### src/rtl/rv_plic_gw_arb.sv
// PLIC core: per-source gateways (level / edge / counted-edge) feeding per-target
// priority arbiters, with a same-cycle claim resolver and complete handling.
//
// state      | meaning
// GwIdle     | no request outstanding; waiting for a trigger or a stored edge count
// GwPending  | request visible on ip_o and offered to the arbiters
// GwClaimed  | handed to a target; waits for a matching complete
module rv_plic_gw_arb #(
  parameter int unsigned NumSrc    = 32,
  parameter int unsigned NumTarget = 2,
  parameter int unsigned PrioW     = 3,
  parameter int unsigned CntW      = 4,
  localparam int unsigned IdW      = $clog2(NumSrc + 1)
) (
  input  logic                          clk_i,
  input  logic                          rst_ni,
  input  logic [NumSrc-1:0]             intr_src_i,
  input  logic [2*NumSrc-1:0]           mode_i,
  input  logic [PrioW*NumSrc-1:0]       prio_i,
  input  logic [NumSrc*NumTarget-1:0]   ie_i,
  input  logic [PrioW*NumTarget-1:0]    threshold_i,
  input  logic [NumTarget-1:0]          claim_req_i,
  output logic [IdW*NumTarget-1:0]      claim_id_o,
  input  logic [NumTarget-1:0]          complete_i,
  input  logic [IdW*NumTarget-1:0]      complete_id_i,
  input  logic [NumSrc-1:0]             ovf_clr_i,
  output logic [NumSrc-1:0]             ip_o,
  output logic [NumTarget-1:0]          irq_o,
  output logic [IdW*NumTarget-1:0]      irq_id_o,
  output logic [NumSrc-1:0]             cnt_ovf_o
);

  typedef enum logic [1:0] {
    GwIdle    = 2'd0,
    GwPending = 2'd1,
    GwClaimed = 2'd2
  } gw_state_e;

  logic [NumSrc-1:0]          pend;
  logic [NumSrc-1:0]          gnt_src;
  logic [NumSrc-1:1]          cmpl_src;
  logic [NumTarget-1:0]       conflict;
  logic [NumTarget-1:0]       irq_q;
  logic [IdW*NumTarget-1:0]   irq_id_q;
  logic [PrioW*NumTarget-1:0] best_prio;
  logic [IdW*NumTarget-1:0]   best_id;
  logic                       unused_src0;

  assign unused_src0  = ^{intr_src_i[0], mode_i[1:0], ovf_clr_i[0]};
  assign pend[0]      = 1'b0;
  assign cnt_ovf_o[0] = 1'b0;

  // Lower-index targets win when several claim the same ID in one cycle.
  always_comb begin
    gnt_src    = '0;
    conflict   = '0;
    claim_id_o = '0;
    for (int t = 0; t < NumTarget; t++) begin
      for (int u = 0; u < t; u++) begin
        if (claim_req_i[u] && irq_id_q[u*IdW +: IdW] == irq_id_q[t*IdW +: IdW]) begin
          conflict[t] = 1'b1;
        end
      end
      for (int s = 1; s < NumSrc; s++) begin
        if (claim_req_i[t] && !conflict[t] && pend[s] &&
            irq_id_q[t*IdW +: IdW] == IdW'(s)) begin
          gnt_src[s]                = 1'b1;
          claim_id_o[t*IdW +: IdW]  = irq_id_q[t*IdW +: IdW];
        end
      end
    end
  end

  always_comb begin
    cmpl_src = '0;
    for (int t = 0; t < NumTarget; t++) begin
      for (int s = 1; s < NumSrc; s++) begin
        if (complete_i[t] && complete_id_i[t*IdW +: IdW] == IdW'(s)) begin
          cmpl_src[s] = 1'b1;
        end
      end
    end
  end

  for (genvar s = 1; s < NumSrc; s++) begin : g_gw
    gw_state_e       st_q;
    logic            prev_q;
    logic            ovf_q;
    logic [CntW-1:0] cnt_q;
    logic            edge_ev;
    logic            is_edge;
    logic            is_counted;

    assign edge_ev    = intr_src_i[s] & ~prev_q;
    assign is_edge    = (mode_i[2*s +: 2] == 2'b01);
    assign is_counted = (mode_i[2*s +: 2] == 2'b10);

    always_ff @(posedge clk_i or negedge rst_ni) begin
      if (!rst_ni) begin
        st_q   <= GwIdle;
        prev_q <= 1'b0;
        ovf_q  <= 1'b0;
        cnt_q  <= '0;
      end else begin
        prev_q <= intr_src_i[s];

        if (is_counted && edge_ev && st_q != GwIdle && cnt_q == '1) begin
          ovf_q <= 1'b1;
        end else if (ovf_clr_i[s]) begin
          ovf_q <= 1'b0;
        end

        case (st_q)
          GwIdle: begin
            if (!is_edge && !is_counted) begin
              if (intr_src_i[s]) st_q <= GwPending;
            end else if (edge_ev) begin
              st_q <= GwPending;
            end else if (cnt_q != '0) begin
              st_q  <= GwPending;
              cnt_q <= cnt_q - 1'b1;
            end
          end
          GwPending: if (gnt_src[s])  st_q <= GwClaimed;
          GwClaimed: if (cmpl_src[s]) st_q <= GwIdle;
          default:   st_q <= GwIdle;
        endcase

        // Edges arriving while busy are remembered for a later re-pend.
        if (st_q != GwIdle && edge_ev) begin
          if (is_edge) begin
            cnt_q <= CntW'(1);
          end else if (is_counted && cnt_q != '1) begin
            cnt_q <= cnt_q + 1'b1;
          end
        end
        if (!is_edge && !is_counted) cnt_q <= '0;
      end
    end

    assign pend[s]      = (st_q == GwPending);
    assign cnt_ovf_o[s] = ovf_q;
  end

  // Strict '>' keeps the lowest ID on ties and excludes priority 0.
  always_comb begin
    best_prio = '0;
    best_id   = '0;
    for (int t = 0; t < NumTarget; t++) begin
      for (int s = 0; s < NumSrc; s++) begin
        if (pend[s] && !gnt_src[s] && ie_i[t*NumSrc + s] &&
            prio_i[s*PrioW +: PrioW] > best_prio[t*PrioW +: PrioW]) begin
          best_prio[t*PrioW +: PrioW] = prio_i[s*PrioW +: PrioW];
          best_id[t*IdW +: IdW]       = IdW'(s);
        end
      end
    end
  end

  always_ff @(posedge clk_i or negedge rst_ni) begin
    if (!rst_ni) begin
      irq_q    <= '0;
      irq_id_q <= '0;
    end else begin
      irq_id_q <= best_id;
      for (int t = 0; t < NumTarget; t++) begin
        irq_q[t] <= (best_prio[t*PrioW +: PrioW] > threshold_i[t*PrioW +: PrioW]);
      end
    end
  end

  assign ip_o     = pend;
  assign irq_o    = irq_q;
  assign irq_id_o = irq_id_q;

endmodule

### config.mk
export PLATFORM = sky130hd
export DESIGN_NAME = rv_plic_gw_arb
export DESIGN_NICKNAME = d
export VERILOG_FILES = /design/src/rtl/rv_plic_gw_arb.sv
export SDC_FILE = /design/constraint.sdc
export NUM_CORES = 1
export LEC_CHECK = 0
export ABC_AREA = 1
export ABC_CLOCK_PERIOD_IN_PS = 29900
export CORE_MARGIN = 2
export CORE_UTILIZATION = 45
export CTS_CLUSTER_DIAMETER = 120
export DETAILED_ROUTE_END_ITERATION = 8
export PLACE_DENSITY_LB_ADDON = 0.12
export SLEW_MARGIN = 10
export SYNTH_ARGS = -nofsm -noshare
export SYNTH_HDL_FRONTEND = slang
export SYNTH_SLANG_ARGS = --single-unit
### constraint.sdc
create_clock -name clk_i -period 29.9 [get_ports clk_i]
set_input_delay 5.98 -clock clk_i [delete_from_list [all_inputs] [get_ports clk_i]]
set_output_delay 5.98 -clock clk_i [all_outputs]
set_load 0.05 [all_outputs]
==> results by group <==
Status
  • Status: finished with violations
  • Violations in the final reports: setup timing

Yosys
  • Synthesized area: approximately 26000 um2
  • EDFF count, synth: 0
  • Synth area leader: dfrtp_1
  • Top cell type's share of synthesized area: 24.7%
  • Main flop type after synthesis: dfrtp_1
  • Synthesized area per cell: 6.51 um2
  • Synth Warn #: 0
  • Synth area leaders: dfrtp_1 (25%), inv_1 (11%), nand2_1 (11%)
  • #FFs+latches synth: 260
  • Cell with the most instances after synthesis: inv_1
  • Commonest cells post-synth: inv_1 (759), nand2_1 (738), nor2_1 (447)
  • Mapped Cells: roughly 4000
  • Seq/Total Area, Yosys: 24.7%
  • Asr flop ratio synth: 100%
  • Synth unique cells: approximately 70

Worst hold path
  • Hold endpoint: g_gw[9].st_q[0]$_DFFE_PN0P_
  • Hold depth: 1
  • Worst Hold Class: flop to flop
  • HP Start: g_gw[9].st_q[0]$_DFFE_PN0P_

Clock network
  • Clock sinks: 260
  • Clk pin slew, worst setup/hold paths: around 0.060 ns
  • CTS hold repair buffers: 0
  • Total CTS buffers: 35
  • Worst-Skew Late Latency: 0.55 ns
  • H-tree depth reported by CTS: 2
  • CTS tree: done
  • Max clock buf depth: 3
  • Root Buffer: clkbuf_16

Drt
  • Final ANT Viol Nets: 0
  • First-pass DRT Iterations: 5
  • Residual DRC: 0
  • Drt wl/cell: approximately 17 um
  • Via/cell ratio: 5.24
  • Initial detailed-routing violation count: 2069
  • Post-Route WL: about 95000 um
  • Via count: 30000

Floorplanning
  • I/O pin cnt: ~400
  • Die height: between 200 and 250 um
  • Core Rows: 88
  • Core area: 57800 um2
  • Die ar.: 60600 um2
  • Die width: 246 um
  • Initial Utilization: 45.6%

STA
  • Max Fclk: between 30 and 40 MHz
  • TNS Setup: -36.27 ns
  • Final Max Slew Viols: 0
  • Final Skew: ~0.016 ns
  • RSZ-0062 raised after global routing: true
  • Slew HR: between 30% and 40%
  • Period minus WS final: about 33 ns
  • Setup WS post-layout: -3.35 ns
  • Fin. Hold Viols: 0
  • Final worst-path cycle share: 111%
  • Worst-Margin Slew: approximately 0.95 ns
  • Setup violations, final: 12

GRT
  • Largest net degree at the start of global routing: around 160
  • Number of global-route vias before repair: 27700
  • Initial antenna violation count: 8
  • Total global-route track usage: 29.2%
  • First-pass GRT wire length: around 140000 um
  • Overflow after GRT: 0

Critical path
  • Worst-path maximum fanout: 5
  • Worst endpoint required time: between 30 and 40 ns
  • Max incr delay on CP: 0.37 ns
  • R2R cell count: 207
  • Slowest-stage cell, CP: ha_4
  • CP endpoint kind: flop
  • Critical path's most frequent cell: nand2_4
  • Kind of critical path: input port to flop
  • CP arrival: 33.72 ns
  • Reg-to-reg startpoint: irq_id_o[9]$_DFF_PN0_
  • Startpoint Class: input port
  • Reg-to-reg critical path endpoint: irq_o[1]$_DFF_PN0_
  • Reg2reg setup slack: 1.38 ns

Power
  • VDD IR max: 111 uV
  • Pwr dens: roughly 150 nW/um2
  • LEAKAGE: approximately 20 nW

Placement
  • Place WS: -4.70 ns
  • I/O Buffers: approximately 390
  • DP Area: about 34000 um2
  • GP Congestion: around 1
  • HPWL Detailed: 73400 um

Layout
  • Seq. cell area: around 6500 um2
  • Area of the multi-input gates: roughly 19000 um2
  • Fill cell count: just over 5000
  • Share of cells above drive strength 1: 23.9%
  • Final instance area: 38400 um2
  • Core Util, Final: between 60% and 70%
  • Nets: 5444
  • Area Growth Syn to Fin: 45.7%

Flow run
  • MaxCap Viol Count: 0
[through the flow]
stage / instances / hold slack (ns) / power [mW]
floorplan: 4056 / 0.453 / 2.86
global placement: 5512 / 0.476 / 4.10
detailed placement: 5512 / 0.485 / 4.16
CTS: 5627 / 0.494 / 4.88
global route: 5720 / 0.505 / 6.26
finish: 5721 / 0.492 / 5.81
[worst max-delay path, delay by kind of cell]
family / cells / cell delay [ns]
buffers and inverters: 17 / 1.53
AND/OR/NAND/NOR: 104 / 9.83
adder cells (fa/ha/maj): 31 / 7.82
AO/OA/AOI/OAI: 55 / 8.42
[cells by family (layout without fill, tap and decap cells)]
group	after synthesis	after routing	synth area share, %
compound gates	692	692	15.9
xor+xnor	72	72	2.39
fa+ha+maj	204	204	9.68
buf+inv	874	1771	13.0
flops	260	260	24.7
mux	1	1	0.0380
other cells	1	9	0.0142
simple gates	1947	1947	34.3
[metal layers]
| metal | share of wire, % | GRT usage (%) | vias to the layer above |
|---|---|---|---|
| li1 | - | - | 15000 |
| met1 | 43 | 37.8 | 13800 |
| met2 | 46 | 47.8 | 923 |
| met3 | 6.3 | 4.31 | 251 |
| met4 | 5.1 | 13.3 | 6 |
| met5 | 0.035 | 0 | - |
[final cells by class]
type,instances,area share (%)
antenna,3,0.0195
clock buffer,51,2.67
clock inverter,11,0.459
inverter,810,7.95
multi-input combinational,2922,49.2
sequential,260,16.9
tap,765,2.49
timing repair buffer,899,20.3
[power by group]
group | internal, mW | leakage [nW] | switching [mW] | total (mW)
sequential | 0.443 | 3.38 | 0.0973 | 0.541
clock | 0.274 | 0.591 | 0.172 | 0.446
combinational | 2.22 | 15.9 | 2.61 | 4.83
total | 2.93 | 19.9 | 2.88 | 5.81
[cells in the final DEF, fill, tap and decap left out, types with 41 or more instances in the layout]
| cell | instances |
|---|---|
| nor2_1 | 434 |
| xor2_1 | 66 |
| nand2_4 | 93 |
| inv_1 | 751 |
| inv_2 | 49 |
| nand2_2 | 148 |
| buf_4 | 501 |
| o21ai_2 | 47 |
| dfrtp_1 | 260 |
| a21oi_1 | 147 |
| nand3_2 | 69 |
| ha_4 | 51 |
| nand3_1 | 325 |
| nand4_1 | 92 |
| o21ai_4 | 41 |
| ha_1 | 153 |
| clkdlybuf4s50_1 | 383 |
| nand2_1 | 651 |
| o21ai_0 | 157 |
| nor3_1 | 42 |
[sequential cells by signal (all words and copies together) (netlist names)]
register     flops
g_gw.st_q       62
g_gw.ovf_q      31
irq_id_o        10
g_gw.prev_q     31
irq_o            2
g_gw.cnt_q     124
[how the worst max path moves through the flow]
stage | start | to | slack (ns) | cells past startpoint
finish | claim_req_i[0] | irq_o[1]$_DFF_PN0_ | -3.35 | 207
global route | claim_req_i[0] | irq_o[0]$_DFF_PN0_ | -5.03 | 223
CTS | claim_req_i[0] | irq_o[1]$_DFF_PN0_ | -3.36 | 227
detailed placement | claim_req_i[0] | irq_o[1]$_DFF_PN0_ | -4.70 | 214
global placement | claim_req_i[0] | irq_o[1]$_DFF_PN0_ | -4.16 | 216
floorplan | claim_req_i[0] | irq_o[1]$_DFF_PN0_ | -2.46 | 221
[what timing repair did]
action | CTS | global route
resized for setup | 104 | 275
pin swaps | 73 | 266
buffers inserted | 53 | 96
setup endpoints to repair | 12 | 12
Note: power is estimated with default switching activity, not from simulation.
